`src/rtl/rct_pkg.sv`:
```
// rtl/rct_pkg.sv - shared types, constants and verdict function for the rct stimulus generator
package rct_pkg;

    typedef enum logic [1:0] {
        ST_IDLE   = 2'd0,
        ST_DRIVE  = 2'd1,
        ST_SAMPLE = 2'd2,
        ST_DONE   = 2'd3
    } state_e;

    localparam logic [31:0] LFSR_TAPS    = 32'h8020_0003;
    localparam logic [31:0] WORD0        = 32'h0000_0000;
    localparam logic [31:0] WORD1        = 32'h0000_0007;
    localparam logic [31:0] WORD2        = 32'h0000_0008;
    localparam logic [7:0]  VERDICT_MASK = 8'hF8;

    // Only a low byte in 1..7 is considered a failing word.
    function automatic logic exp_verdict(input logic [7:0] v);
        return (v == 8'h00) || ((v & VERDICT_MASK) != 8'h00);
    endfunction

    function automatic logic [31:0] lfsr_step(input logic [31:0] s);
        return s[0] ? ((s >> 1) ^ LFSR_TAPS) : (s >> 1);
    endfunction

endpackage

```
`src/rtl/rct_lfsr.sv`:
```
// rtl/rct_lfsr.sv - 32-bit Galois right-shift LFSR with load and advance
module rct_lfsr
    import rct_pkg::*;
(
    input  logic        clk,
    input  logic        rst,
    input  logic        load_i,
    input  logic [31:0] seed_i,
    input  logic        en_i,
    output logic [31:0] state_o
);

    logic [31:0] lfsr_q;
    logic [31:0] lfsr_d;

    // A zero seed would lock the register up, so it is replaced by 1.
    always_comb begin
        lfsr_d = lfsr_q;
        if (load_i) begin
            lfsr_d = (seed_i == 32'd0) ? 32'd1 : seed_i;
        end else if (en_i) begin
            lfsr_d = lfsr_step(lfsr_q);
        end
    end

    always_ff @(posedge clk or posedge rst) begin
        if (rst) begin
            lfsr_q <= 32'd1;
        end else begin
            lfsr_q <= lfsr_d;
        end
    end

    assign state_o = lfsr_q;

endmodule

```
`src/rtl/rct_stim.sv`:
```
// rtl/rct_stim.sv - stimulus sequencer that drives words to a checker and scores its verdicts
module rct_stim
    import rct_pkg::*;
#(
    parameter int W  = 32,
    parameter int NW = 16,
    parameter int EW = 8
) (
    input  logic          clk,
    input  logic          rst,
    input  logic          start,
    input  logic [W-1:0]  seed,
    input  logic [NW-1:0] count,
    output logic [W-1:0]  t,
    output logic          t_valid,
    input  logic          b,
    output logic          busy,
    output logic          done,
    output logic          pass,
    output logic [EW-1:0] err_cnt,
    output logic [W-1:0]  first_fail
);

    state_e        state_q, state_d;
    logic [NW-1:0] idx_q, idx_d;
    logic [NW-1:0] cnt_q, cnt_d;
    logic [W-1:0]  t_q, t_d;
    logic [EW-1:0] err_q, err_d;
    logic [W-1:0]  ff_q, ff_d;
    logic          pass_q, pass_d;

    logic          lfsr_load;
    logic          lfsr_en;
    logic [31:0]   lfsr_state;
    logic [NW-1:0] idx_inc;
    logic          mismatch;

    rct_lfsr u_lfsr (
        .clk     (clk),
        .rst     (rst),
        .load_i  (lfsr_load),
        .seed_i  (32'(seed)),
        .en_i    (lfsr_en),
        .state_o (lfsr_state)
    );

    assign idx_inc = idx_q + NW'(1);

    always_comb begin
        state_d   = state_q;
        idx_d     = idx_q;
        cnt_d     = cnt_q;
        t_d       = t_q;
        err_d     = err_q;
        ff_d      = ff_q;
        pass_d    = pass_q;
        lfsr_load = 1'b0;
        lfsr_en   = 1'b0;
        mismatch  = 1'b0;

        case (state_q)
            ST_IDLE: begin
                if (start) begin
                    cnt_d     = count;
                    idx_d     = '0;
                    err_d     = '0;
                    ff_d      = '0;
                    lfsr_load = 1'b1;
                    if (count == '0) begin
                        state_d = ST_DONE;
                        pass_d  = 1'b1;
                    end else begin
                        state_d = ST_DRIVE;
                        pass_d  = 1'b0;
                        t_d     = W'(WORD0);
                    end
                end
            end
            ST_DRIVE: begin
                state_d = ST_SAMPLE;
            end
            ST_SAMPLE: begin
                mismatch = (b != exp_verdict(t_q[7:0]));
                if (mismatch) begin
                    if (err_q != {EW{1'b1}}) begin
                        err_d = err_q + EW'(1);
                    end
                    // err_cnt never wraps, so zero means no earlier mismatch this run.
                    if (err_q == '0) begin
                        ff_d = t_q;
                    end
                end
                if (idx_inc < cnt_q) begin
                    state_d = ST_DRIVE;
                    idx_d   = idx_inc;
                    case (idx_inc)
                        NW'(1):  t_d = W'(WORD1);
                        NW'(2):  t_d = W'(WORD2);
                        default: begin
                            t_d     = W'(lfsr_state);
                            lfsr_en = 1'b1;
                        end
                    endcase
                end else begin
                    state_d = ST_DONE;
                    pass_d  = (err_d == '0);
                end
            end
            ST_DONE: begin
                state_d = ST_IDLE;
            end
            default: begin
                state_d = ST_IDLE;
            end
        endcase
    end

    always_ff @(posedge clk or posedge rst) begin
        if (rst) begin
            state_q <= ST_IDLE;
            idx_q   <= '0;
            cnt_q   <= '0;
            t_q     <= '0;
            err_q   <= '0;
            ff_q    <= '0;
            pass_q  <= 1'b0;
        end else begin
            state_q <= state_d;
            idx_q   <= idx_d;
            cnt_q   <= cnt_d;
            t_q     <= t_d;
            err_q   <= err_d;
            ff_q    <= ff_d;
            pass_q  <= pass_d;
        end
    end

    assign t          = t_q;
    assign t_valid    = (state_q == ST_DRIVE) || (state_q == ST_SAMPLE);
    assign busy       = (state_q != ST_IDLE);
    assign done       = (state_q == ST_DONE);
    assign pass       = pass_q;
    assign err_cnt    = err_q;
    assign first_fail = ff_q;

endmodule
```
`config.mk`:
```
export PLATFORM = sky130hd
export DESIGN_NAME = rct_stim
export DESIGN_NICKNAME = d
export VERILOG_FILES = /design/src/rtl/rct_pkg.sv /design/src/rtl/rct_lfsr.sv /design/src/rtl/rct_stim.sv
export SDC_FILE = /design/constraint.sdc
export NUM_CORES = 1
export LEC_CHECK = 0
export ABC_AREA = 1
export ABC_CLOCK_PERIOD_IN_PS = 12750
export BUFFER_PORTS_ARGS = -buffer_cell sky130_fd_sc_hd__buf_2
export CORE_MARGIN = 5
export CORE_UTILIZATION = 54
export DETAILED_ROUTE_END_ITERATION = 10
export PLACE_DENSITY = 0.77
export SLEW_MARGIN = 10
export SYNTH_ARGS = -nofsm -noshare
export SYNTH_HDL_FRONTEND = slang
export SYNTH_SLANG_ARGS = --single-unit
```
`constraint.sdc`:
```
create_clock -name clk -period 12.75 [get_ports clk]
set_clock_uncertainty 0.05 [all_clocks]
set_input_delay 1.275 -clock clk [delete_from_list [all_inputs] [get_ports clk]]
set_output_delay 1.275 -clock clk [all_outputs]
set_load 0.02 [all_outputs]
```
==> results of run 1 <==
cells in the mapped netlist (all sizes together):
cell type / count / area, sq um
dfstp: 1 / 26.3
o21a: 1 / 7.51
nand2: 346 / 1410
o22ai: 6 / 37.5
dfrtp: 138 / 3450
nand3: 90 / 503
buf: 18 / 139
clkbuf: 24 / 90.1
o21ai: 147 / 758
nor4: 3 / 18.8
xnor2: 1 / 8.76
nor2: 40 / 209
nand4: 19 / 119
a21oi: 12 / 60.1
or2: 1 / 6.26
xor2: 2 / 17.5
mux2i: 1 / 10.0
a211oi: 1 / 7.51
nand3b: 2 / 15.0
inv: 121 / 454
nor3: 6 / 51.3
o21bai: 2 / 18.8
ha: 23 / 288
power breakdown:
part           internal (mW)  switching (mW)
Sequential             0.544          0.0938
Clock                  0.324           0.202
Combinational          0.235           0.530
Total                   1.10           0.826
flip-flops by register name, summed over array words and instances, names as in the netlist:
signal	count
state_q	2
idx_q	16
err_cnt	8
first_fail	32
t	32
pass	1
cnt_q	16
u_lfsr.state_o	32
layout make-up:
cell class / instances / area (sq um)
fillers: 1225 / 4900
multi-input cells: 703 / 3550
flip-flops and latches: 139 / 3480
repair buffers: 134 / 688
inverters: 121 / 459
clock buffers: 19 / 453
well taps: 180 / 225
clock inverters: 13 / 176
routing by layer:
layer / global-route usage, % / wire length [microns] / up-vias
met5: 0 / 0 / -
met4: 6.78 / 260 / 0
met3: 4.53 / 1340 / 24
met2: 32.7 / 7980 / 229
met1: 34.2 / 8980 / 3117
li1: - / - / 3477
critical path, cell delays in order:
cell     delay (ns)
buf_2          0.12
nand2_4        0.05
buf_4          0.71
inv_1          0.42
a21oi_2        0.20
buf_4          0.31
inv_1          0.28
nand3_4        0.56
nand2_1        0.13
o21ai_1        0.10
cell families after synthesis:
kind of cell / after synthesis
compound gates: 169
xor+xnor: 3
fa+ha+maj: 23
buf+inv: 163
flops: 139
mux: 1
simple gates: 507
worst max-delay path by stage:
stage | start | endpoint | slack (ns)
after floorplan | rst | cnt_q[0] | 7.70
after global placement | start | t[18] | 8.37
after detailed placement | start | t[18] | 8.38
after CTS | start | t[5] | 8.79
after global routing | start | t[1] | 8.40
final | start | t[5] | 8.75
through the flow:
| step | utilization (%) | setup WS, ns | std cells | cell area (sq um) | hold slack [ns] |
|---|---|---|---|---|---|
| floorplan | - | 7.70 | 1005 | 7700 | 0.403 |
| global placement | 60.3 | 8.37 | 1277 | 8410 | 0.417 |
| detailed placement | 60.3 | 8.38 | 1277 | 8410 | 0.424 |
| CTS | 64.8 | 8.79 | 1309 | 9030 | 0.439 |
| global route | 64.8 | 8.40 | 1309 | 9030 | 0.458 |
| finish | 64.8 | 8.75 | 1309 | 9030 | 0.430 |
==> impl_metrics.csv, run 1 <==
group,metric,value,unit
cts,path_clk_slew,0.06,ns
global_routing,grt-ovfl-total,0,
sta,drv_slew,0,
sta,worst_pin_slew,1.10,ns
cts,cts-resized-gates,0,
setup_path,rr_startpoint,"state_q[1]",
sta,hold_viol,0,
sta,max_freq,250,MHz
sta,post-route-period-util,31.4,%
global_routing,grt_pass1_vias,6204,
global_routing,antenna_found_initial,0,
sta,setup_violations,0,
cells_and_area,final_cell_mix,"306 x nand2_1, 138 x dfrtp_1, 127 x buf_2",
power_and_ir_drop,power.total,1.93,mW
yosys,ys_warn_count,0,
floorplanning,num_rows,43,
setup_path,timing.rr.end,"t[5]",
setup_path,worstPathArrival,4.28,ns
setup_path,rr_worst_depth,11,
placed_design,dp_hpwl,13.4,mm
detailed_routing,first_iter_violations,684,
global_routing,grt_max_degree,119,
detailed_routing,vias_per_cell,5.23,
setup_path,critPathMaxFanout,118,
outcome,status,"finished clean",
cells_and_area,layout_commonest_cell,"nand2_1",
placed_design,place_congestion,0.853,
yosys,synthAdderAreaFrac,3.73,%
setup_path,start_kind,"input pin",
floorplanning,die_area,16800,sq um
floorplanning,die_y,129,microns
cts,clk_latency,0.42,ns
cts,cts_tree,"yes",
cts,cts_buffer_depth,2,
yosys,syn_nets,1080,
yosys,ys_ff_latch,139,
min_path,hold_start,"cnt_q[1]",
floorplanning,ios,128,
sta,rsz0062_at_grt,"false",
yosys,synth_area,7700,sq um
yosys,synthXorXnorAreaFrac,0.341,%
detailed_routing,drtPass1Iterations,5,
detailed_routing,routed_wl,18.6,mm
cells_and_area,layout-drive-gt1-share,21.2,%
detailed_routing,drcViolationCount,0,
power_and_ir_drop,ir_drop,0.115,mV
yosys,synth-simple-area-share,30.2,%
cts,hold_buffers,0,
cts,postCtsSetupBuffers,0,
yosys,syn_inst,1005,
min_path,hold_path.class,"flop to flop",
placed_design,port_buffers,127,
yosys,synth_compound_area_share,11.5,%
cells_and_area,syn2layout_area_growth,17.3,%
global_routing,grt_pass1_wl,30.4,mm
cts,htree_num_levels,4,
power_and_ir_drop,power_density,213,nW/um^2
cts,cts_buffers,17,
sta,tns,0,ns
global_routing,grt.total_usage,22.5,%
yosys,synth-seq-area-share,45.2,%
min_path,holdPathEnd,"cnt_q[1]",
sta,fin_crit,4.00,ns
sta,relSlewSlack,26.5,%
detailed_routing,wl_per_cell,14.2,microns
setup_path,path_class,"input pin to flop",
setup_path,rrSetupSlack,9.00,ns
min_path,holdPathStages,2,
job,drv_cap,0,
yosys,syn_area_per_cell,7.67,sq um
floorplanning,start_util,55.3,%
setup_path,required,13.03,ns
detailed_routing,postRouteAntennaNets,0,
cells_and_area,diodes,0,
cts,root_buffer,"clkbuf_16",
detailed_routing,num_vias,6847,
power_and_ir_drop,power.leakage,4.96,nW
setup_path,critPathCaptureType,"flop",
cts,cts_sinks,139,
cells_and_area,final_nets,1191,
floorplanning,die_w,129,microns
yosys,yosysUniqueCellTypes,40,
yosys,synth_mux_area_share,0.130,%
yosys,synth_top_family_by_area,"simple AND/OR/NAND/NOR gates",
floorplanning,core_area,13900,sq um
(Power assumes the default switching activity.)
==> run 2, diff against run 1 <==
--- a/config.mk
+++ b/config.mk
@@ -6,10 +6,10 @@
 export NUM_CORES = 1
 export LEC_CHECK = 0
 export ABC_AREA = 1
-export ABC_CLOCK_PERIOD_IN_PS = 12750
+export ABC_CLOCK_PERIOD_IN_PS = 3500
 export BUFFER_PORTS_ARGS = -buffer_cell sky130_fd_sc_hd__buf_2
 export CORE_MARGIN = 5
-export CORE_UTILIZATION = 54
+export CORE_UTILIZATION = 52
 export DETAILED_ROUTE_END_ITERATION = 10
 export PLACE_DENSITY = 0.77
 export SLEW_MARGIN = 10
==> constraint.sdc (replaced) <==
create_clock -name clk -period 3.5 [get_ports clk]
set_clock_uncertainty 0.05 [all_clocks]
set_input_delay 0.35 -clock clk [delete_from_list [all_inputs] [get_ports clk]]
set_output_delay 0.35 -clock clk [all_outputs]
set_load 0.02 [all_outputs]
==> run 2 against run 1 <==
  * Total power grew to 3.6 times the previous value
  * Sequential share of layout area is 0.44 points lower
  * Via count is 1.6% higher
  * Non-clock buffer count is 13 higher
  * Wire length is 1.2% higher
  * Critical endpoint is now u_lfsr.state_o[31]
==> impl_metrics.csv, run 2 (synthesis gave the netlist of run 1 again) <==
group,metric,value,unit
cells_and_area,diodes,0,
sta,hold_viol,0,
sta,setup_violations,0,
cts,cts_tree,"yes",
sta,drv_slew,0,
detailed_routing,drcViolationCount,0,
floorplanning,die_w,132,microns
global_routing,antenna_found_initial,0,
setup_path,critPathMaxFanout,32,
detailed_routing,first_iter_violations,663,
detailed_routing,routed_wl,18.8,mm
sta,fin_crit,3.10,ns
sta,post-route-period-util,88.5,%
sta,worst_pin_slew,0.975,ns
detailed_routing,wl_per_cell,14.2,microns
floorplanning,core_area,14500,sq um
sta,relSlewSlack,35.0,%
floorplanning,num_rows,44,
cts,clk_latency,0.42,ns
global_routing,grt-ovfl-total,0,
power_and_ir_drop,power.leakage,5.00,nW
min_path,hold_path.class,"input pin to flop",
cells_and_area,finish.instance_area,9150,sq um
cells_and_area,final_nets,1204,
cells_and_area,layout_commonest_cell,"nand2_1",
setup_path,path_class,"flop to flop",
setup_path,critPathCaptureType,"flop",
outcome,status,"finished clean",
global_routing,grt_pass1_vias,6332,
placed_design,port_buffers,127,
cts,cts_buffer_depth,2,
detailed_routing,drtPass1Iterations,5,
cells_and_area,syn2layout_area_growth,18.7,%
placed_design,place_congestion,0.918,
floorplanning,die_y,132,microns
cts,path_clk_slew,0.06,ns
global_routing,grt.total_usage,21.8,%
floorplanning,start_util,53.0,%
placed_design,dp_hpwl,13.7,mm
power_and_ir_drop,power_density,768,nW/um^2
floorplanning,ios,128,
sta,rsz0062_at_grt,"false",
cts,htree_num_levels,4,
power_and_ir_drop,ir_drop,0.478,mV
cts,cts_sinks,139,
setup_path,required,3.80,ns
setup_path,start_kind,"flop",
sta,max_freq,323,MHz
cts,cts_buffers,17,
placed_design,place_area,8500,sq um
detailed_routing,num_vias,6957,
cells_and_area,layout-drive-gt1-share,22.2,%
detailed_routing,vias_per_cell,5.25,
cells_and_area,final_cell_mix,"305 x nand2_1, 136 x dfrtp_1, 127 x buf_2",
cts,root_buffer,"clkbuf_16",
sta,tns,0,ns
job,drv_cap,0,
setup_path,worstPathArrival,3.40,ns
floorplanning,die_area,17400,sq um
detailed_routing,postRouteAntennaNets,0,
global_routing,grt_pass1_wl,31.9,mm
global_routing,grt_max_degree,118,
run 2: where the power goes:
part	internal (mW)	leakage (nW)	switching, mW
sequential	1.98	1.87	0.340
clock	0.954	0.278	0.758
combinational	1.01	2.86	1.98
total	3.95	5.00	3.08
run 2: timing repair:
item / in CTS / in global routing
hold buffers: 1 / 0
resized for setup: 0 / 3
setup buffers: 0 / 5
setup endpoints to repair: 0 / 37
endpoints found under the hold margin: 24 / 0
run 2: area by class of cell:
type                       count  area (sq um)
clock buffer                  18           439
clock inverter                14           125
fill                        1295          5390
inverter                     121           458
multi-input combinational    703          3560
sequential                   139          3480
tap                          184           230
timing repair buffer         147           856
run 2: worst paths after layout:
check	depth (start not counted)	slack, ns	startpoint	to
max	20	0.40	idx_q[3]	u_lfsr.state_o[31]
min	3	0.11	count[2]	cnt_q[2]
max reg2reg	20	0.40	idx_q[3]	u_lfsr.state_o[31]
min reg2reg	2	0.43	cnt_q[15]	cnt_q[15]
max in group asynchronous	4	2.03	rst	idx_q[13]
min in group asynchronous	3	0.49	rst	first_fail[27]
run 2: through the flow:
step	power, mW	hold slack [ns]	setup WS [ns]	util (%)	instances
after floorplan	4.51	0.403	0.749	-	1005
after global placement	5.14	0.393	0.415	58.5	1287
after detailed placement	5.21	0.400	0.300	58.5	1287
after CTS	6.95	0.0941	0.282	62.5	1320
after global routing	7.58	0.115	0.0670	62.9	1326
final	7.02	0.109	0.401	62.9	1326
run 2: critical path: stages, from the launching register on:
cell and delay, ns:
dfrtp_1 0.42, nand2_1 0.12, nor2_1 0.14, nand2_1 0.10, nor2_1 0.14, nor2_1 0.05
nor2_1 0.17, inv_1 0.07, ha_1 0.29, nand2_1 0.07, inv_1 0.03, o21ai_0 0.13
nand2_1 0.07, a21oi_1 0.11, o21ai_1 0.14, nor2_4 0.17, nand3_2 0.14, o21ai_4 0.18
buf_12 0.24, nand2_1 0.09, nand2_1 0.08
run 2: routing by layer:
metal | global-route usage, % | share of wire, %
met1 | 33.2 | 49
met2 | 31.3 | 43
met3 | 5.05 | 6.5
met4 | 6.06 | 1.6
met5 | 0 | 0
